<file path="src/rtl/quic_varint_stream_dec.sv">
`timescale 1ns/1ps
// Streaming QUIC variable-length integer decoder: byte stream in, one registered
// result (value, encoded length, error code) per varint out, valid/ready on both sides.
//
// state | meaning
// IDLE  | next accepted byte is a varint prefix byte
// ACCUM | continuation bytes of a multi-byte varint are being collected
module quic_varint_stream_dec #(
   parameter int VALUE_W   = 62,
   parameter int MAX_LEN   = 8,
   parameter int CHECK_MIN = 1
) (
   input  logic               clk,
   input  logic               rst,
   input  logic               abort,
   input  logic               in_valid,
   input  logic [7:0]         in_data,
   output logic               in_ready,
   output logic               out_valid,
   output logic [VALUE_W-1:0] out_value,
   output logic [3:0]         out_len,
   output logic [1:0]         out_err,
   input  logic               out_ready,
   output logic               busy
);

   typedef enum logic {IDLE, ACCUM} state_t;

   state_t             state, state_n;
   logic [61:0]        acc, acc_n;
   logic [2:0]         rem, rem_n;
   logic [3:0]         len, len_n;
   logic               accept;
   logic               done;
   logic [61:0]        acc_hi;
   logic               non_min;
   logic [VALUE_W-1:0] val_n;
   logic [1:0]         err_n;

   // A stalled result blocks the input so no completion can ever be lost.
   assign in_ready = rst && (!out_valid || out_ready) && !abort;
   assign accept   = in_valid && in_ready;
   assign busy     = (state == ACCUM);

   always_comb begin
      state_n = state;
      acc_n   = acc;
      rem_n   = rem;
      len_n   = len;
      done    = 1'b0;
      if (abort) begin
         state_n = IDLE;
         acc_n   = '0;
         rem_n   = '0;
      end else if (accept) begin
         if (state == IDLE) begin
            acc_n = {56'd0, in_data[5:0]};
            case (in_data[7:6])
               2'd0:    len_n = 4'd1;
               2'd1:    len_n = 4'd2;
               2'd2:    len_n = 4'd4;
               default: len_n = 4'd8;
            endcase
            rem_n = 3'(len_n - 4'd1);
            if (len_n == 4'd1) done = 1'b1;
            else               state_n = ACCUM;
         end else begin
            acc_n = {acc[53:0], in_data};
            rem_n = rem - 3'd1;
            if (rem == 3'd1) begin
               done    = 1'b1;
               state_n = IDLE;
            end
         end
      end
   end

   // Result classification on the completed accumulator; first matching error wins.
   always_comb begin
      acc_hi  = acc_n >> VALUE_W;
      non_min = (len_n == 4'd2 && acc_n < 62'd64) ||
                (len_n == 4'd4 && acc_n < 62'd16384) ||
                (len_n == 4'd8 && acc_n < 62'd1073741824);
      val_n   = acc_n[VALUE_W-1:0];
      err_n   = 2'd0;
      if (len_n > 4'(MAX_LEN)) begin
         err_n = 2'd1;
         val_n = '0;
      end else if (acc_hi != '0) begin
         err_n = 2'd3;
      end else if (CHECK_MIN != 0 && non_min) begin
         err_n = 2'd2;
      end
   end

   always_ff @(posedge clk) begin
      if (!rst) begin
         state     <= IDLE;
         acc       <= '0;
         rem       <= '0;
         len       <= '0;
         out_valid <= 1'b0;
         out_value <= '0;
         out_len   <= '0;
         out_err   <= '0;
      end else begin
         state <= state_n;
         acc   <= acc_n;
         rem   <= rem_n;
         len   <= len_n;
         if (done) begin
            out_valid <= 1'b1;
            out_value <= val_n;
            out_len   <= len_n;
            out_err   <= err_n;
         end else if (out_ready) begin
            out_valid <= 1'b0;
         end
      end
   end

endmodule

</file>
<file path="config.mk">
export PLATFORM = sky130hd
export DESIGN_NAME = quic_varint_stream_dec
export DESIGN_NICKNAME = d
export VERILOG_FILES = /design/src/rtl/quic_varint_stream_dec.sv
export SDC_FILE = /design/constraint.sdc
export NUM_CORES = 1
export LEC_CHECK = 0
export CORE_AREA = 10 10 85 143
export DETAILED_ROUTE_END_ITERATION = 12
export DIE_AREA = 0 0 95 153
export GPL_TIMING_DRIVEN = 0
export PLACE_DENSITY = 0.89
export SYNTH_ARGS = -nofsm -noshare
export SYNTH_HDL_FRONTEND = slang
export SYNTH_SLANG_ARGS = --single-unit
</file>
<file path="constraint.sdc">
create_clock -name clk -period 4.53 [get_ports clk]
set_input_delay 0.453 -clock clk [delete_from_list [all_inputs] [get_ports clk]]
set_output_delay 0.453 -clock clk [all_outputs]
set_load 0.1 [all_outputs]
</file>
==> results.yml <==
status:
  status: "finished, final reports clean"
logic_synthesis:
  ys_seq_area_share_pct: 51.16
  syn_nets: 600
  synth_area_per_cell_um2: 9.297
  post-synth-top-area-fraction_pct: 51.16
  yosys_register_bits: 139
  synth_top_cell_by_area: "sky130_fd_sc_hd__dfxtp_1"
  netlist_area_mm2: 0.005439
  netlist-cell-type-count: 43
  synth_warnings: 0
  synth_cells: 585
  netlist_top_cells_area: "sky130_fd_sc_hd__dfxtp_1, sky130_fd_sc_hd__a22o_1, sky130_fd_sc_hd__and2_1"
sta:
  period_utilization_pct: 85.24
  setup_tns_ps: 0
  grt_setup_unrepaired: "no"
  relSlewSlack_pct: 32.70
  final.setup_skew_ps: 5.760
  max_freq_ghz: 0.2590
  finalWorstPathRequiredPeriod_ps: 3861
  worst_slew_pin_slew_ps: 1006
  setup_viol: 0
  timing.final.max_slew_violations: 0
  timing_hold_violations_final: 0
  worst_hold_slack_ps: 445.5
cts:
  post_cts_buffers: 0
  clk_latency_ps: 420
  clock_path_buffers: 2
  post_cts.resized_instances: 0
  cts_tree: "yes"
  holdBufCountCts: 0
  cts_num_sinks: 139
  cts_htree_levels: 4
  inserted_clock_buffers: 17
  root_buffer: "sky130_fd_sc_hd__clkbuf_16"
  clk_pin_slew_ps: 50
grt:
  grt_antenna_before_repair: 0
  grt_pass1_wl_um: 27390
  grt_start_max_net_pins: 17
  overflow: 0
  grt_util_all_layers_pct: 24.47
  first_global_vias: 5026
die:
  boundaryPins: 84
  die_h_um: 153
  floorplan.die.width_um: 95
  floorplan.initialDensity_pct: 55.90
  fp-row-count: 48
  core_region_area_mm2: 0.009729
  design.die.area_mm2: 0.01454
critical_path:
  timing.critical_path.to_type: "output pin"
  max_stage_delay_on_crit_path_ps: 1000
  largest_driver_fanout_on_the_critical_path: 10
  rr_worst_depth: 7
  critPathSlowestCell: "sky130_fd_sc_hd__clkdlybuf4s50_1"
  crit_start_category: "input pin"
  crit-reg2reg-capture: "out_value[57]"
  cp_data_arrival_time_ps: 3410
  regToRegStartpoint: "out_valid"
  worstPathCellList: "clkdlybuf4s50_1, nand2b_1, buf_2, buf_1, buf_1, nor2_1, clkdlybuf4s50_1"
  rrSetupSlack_ps: 2280
  worst_ep_required_time_ps: 4080
  timing_worst_setup_path_type: "in2out"
detailed_routing:
  detailroute.via_count: 4991
  wl_um: 17660
  firstDrtPassIters: 5
  avgRoutedWirePerCell_um: 21.46
  routed.top_layer: "met4"
  met3_routed_length_um: 1003
  wirelength_met1_um: 6153
  via_per_inst: 6.064
  route.detailed.drc: 0
  wire_length_on_met2_um: 9435
  ant_nets: 0
  drt_first_iter_violations: 392
power_and_ir_drop:
  worst_ir_drop_vdd_mv: 0.3535
  leakage_nw: 2.726
  power_density_mw_per_mm2: 411.0
hold_path:
  whs_endpoint: "rem[2]"
  min_delay_path_depth: 2
  holdCritPathClass: "reg2reg"
  hold_path_startpoint: "rem[2]"
placement:
  place.port_buffers: 82
  place.detailed.hpwl_um: 12740
  globalplace.congestion: 0.9423
final_layout:
  area_growth_pct: 30.07
  layout-drive-gt1-share_pct: 9.885
  diodes: 0
  numnets_final: 701
  nFillCells: 742
job:
  maxCapViolations: 0
-- report_power, final --
part           total [mW]  internal, mW  switching [mW]
clock                1.54          1.02           0.522
combinational       0.138        0.0405          0.0973
sequential           1.23          1.23         0.00450
total                2.91          2.28           0.623
-- cells in the final DEF, fill, tap and decap left out, types with 4 or more instances in the layout --
cell type,synthesis,final
sky130_fd_sc_hd__buf_4,7,7
sky130_fd_sc_hd__nand4_1,5,5
sky130_fd_sc_hd__nand3_1,31,31
sky130_fd_sc_hd__clkbuf_16,0,17
sky130_fd_sc_hd__nand2_1,74,74
sky130_fd_sc_hd__or4_1,4,4
sky130_fd_sc_hd__and3_1,11,11
sky130_fd_sc_hd__bufinv_16,0,5
sky130_fd_sc_hd__a21oi_1,33,33
sky130_fd_sc_hd__nor3_1,5,5
sky130_fd_sc_hd__nor4_1,11,11
sky130_fd_sc_hd__nor2b_1,12,12
sky130_fd_sc_hd__and2_1,45,45
sky130_fd_sc_hd__inv_1,5,5
sky130_fd_sc_hd__buf_6,8,8
sky130_fd_sc_hd__a22oi_1,7,7
sky130_fd_sc_hd__clkdlybuf4s50_1,0,82
sky130_fd_sc_hd__o21ai_0,37,37
sky130_fd_sc_hd__dfxtp_1,139,139
sky130_fd_sc_hd__nor2_1,16,16
sky130_fd_sc_hd__buf_2,14,14
sky130_fd_sc_hd__clkbuf_1,16,16
sky130_fd_sc_hd__a22o_1,64,64
-- registers in the layout (all words and copies together), names as in the netlist --
name	cells
out_value	62
out_err	2
busy	1
acc	62
len	4
out_len	4
rem	3
out_valid	1
-- critical path, delay by kind of cell --
family / cells / cell delay (ps)
buffers and inverters: 5 / 2700
and+or+nand+nor: 2 / 250
-- final cells by class --
| class | count | area [um2] | share of cell area, % |
|---|---|---|---|
| Clock buffer | 20 | 466.7 | 6.597 |
| Multi-Input combinational cell | 392 | 2350 | 33.22 |
| Inverter | 6 | 22.52 | 0.3184 |
| Clock inverter | 11 | 191.4 | 2.706 |
| Sequential cell | 139 | 2783 | 39.34 |
| Timing Repair Buffer | 82 | 820.8 | 11.60 |
| Buffer | 48 | 284.0 | 4.015 |
| Tap cell | 125 | 156.4 | 2.211 |
-- metal layers --
layer / up-vias / global-route usage, %
met5: - / 0
met4: 0 / 15.76
met3: 67 / 6.130
met2: 222 / 43.63
met1: 2408 / 23.80
li1: 2294 / -
-- through the flow --
step                worst slack, ps  total power [mW]  cells  area (um2)  utilization, %
detailed placement            705.0             1.393    792        6416           65.95
floorplan                      1665             1.345    585        5439               -
global placement              694.6             1.391    792        6416           65.95
global route                  563.9             2.973    823        7074           72.71
CTS                           683.8             2.905    823        7074           72.71
finish                        668.7             2.908    823        7074           72.71
-- how the worst max path moves through the flow --
| stage | to | depth (start not counted) | startpoint |
|---|---|---|---|
| after global routing | in_ready | 7 | abort |
| after floorplan | in_ready | 5 | abort |
| final | in_ready | 7 | abort |
| after detailed placement | in_ready | 7 | abort |
| after CTS | in_ready | 7 | abort |
| after global placement | in_ready | 7 | abort |
-- cells by family (layout without fill, tap and decap cells) --
| kind of cell | after synthesis | count (layout) | share of synthesized area (%) |
|---|---|---|---|
| adders and majority gates | 2 | 2 | 0.4600 |
| buffers and inverters | 54 | 167 | 5.636 |
| AOI/OAI and AO/OA | 163 | 163 | 20.73 |
| DFF | 139 | 139 | 51.16 |
| and+or+nand+nor | 227 | 227 | 22.02 |
-- cell usage after synthesis (all sizes together) --
library cell	n
o211a	3
buf	32
nand3	32
o22ai	3
o21a	1
a31oi	3
nand2b	3
and3	11
o41ai	1
dfxtp	139
clkbuf	16
nor4	13
a211o	1
a21boi	2
or4	4
nor3	7
nand4	6
inv	6
nor2	17
nor3b	1
a211oi	2
and2	46
nor4bb	1
nand2	74
nor2b	12
a22o	64
a22oi	7
o31ai	3
ha	2
a21oi	33
o21ai	39
o2111ai	1
Note: power is estimated with default switching activity, not from simulation.
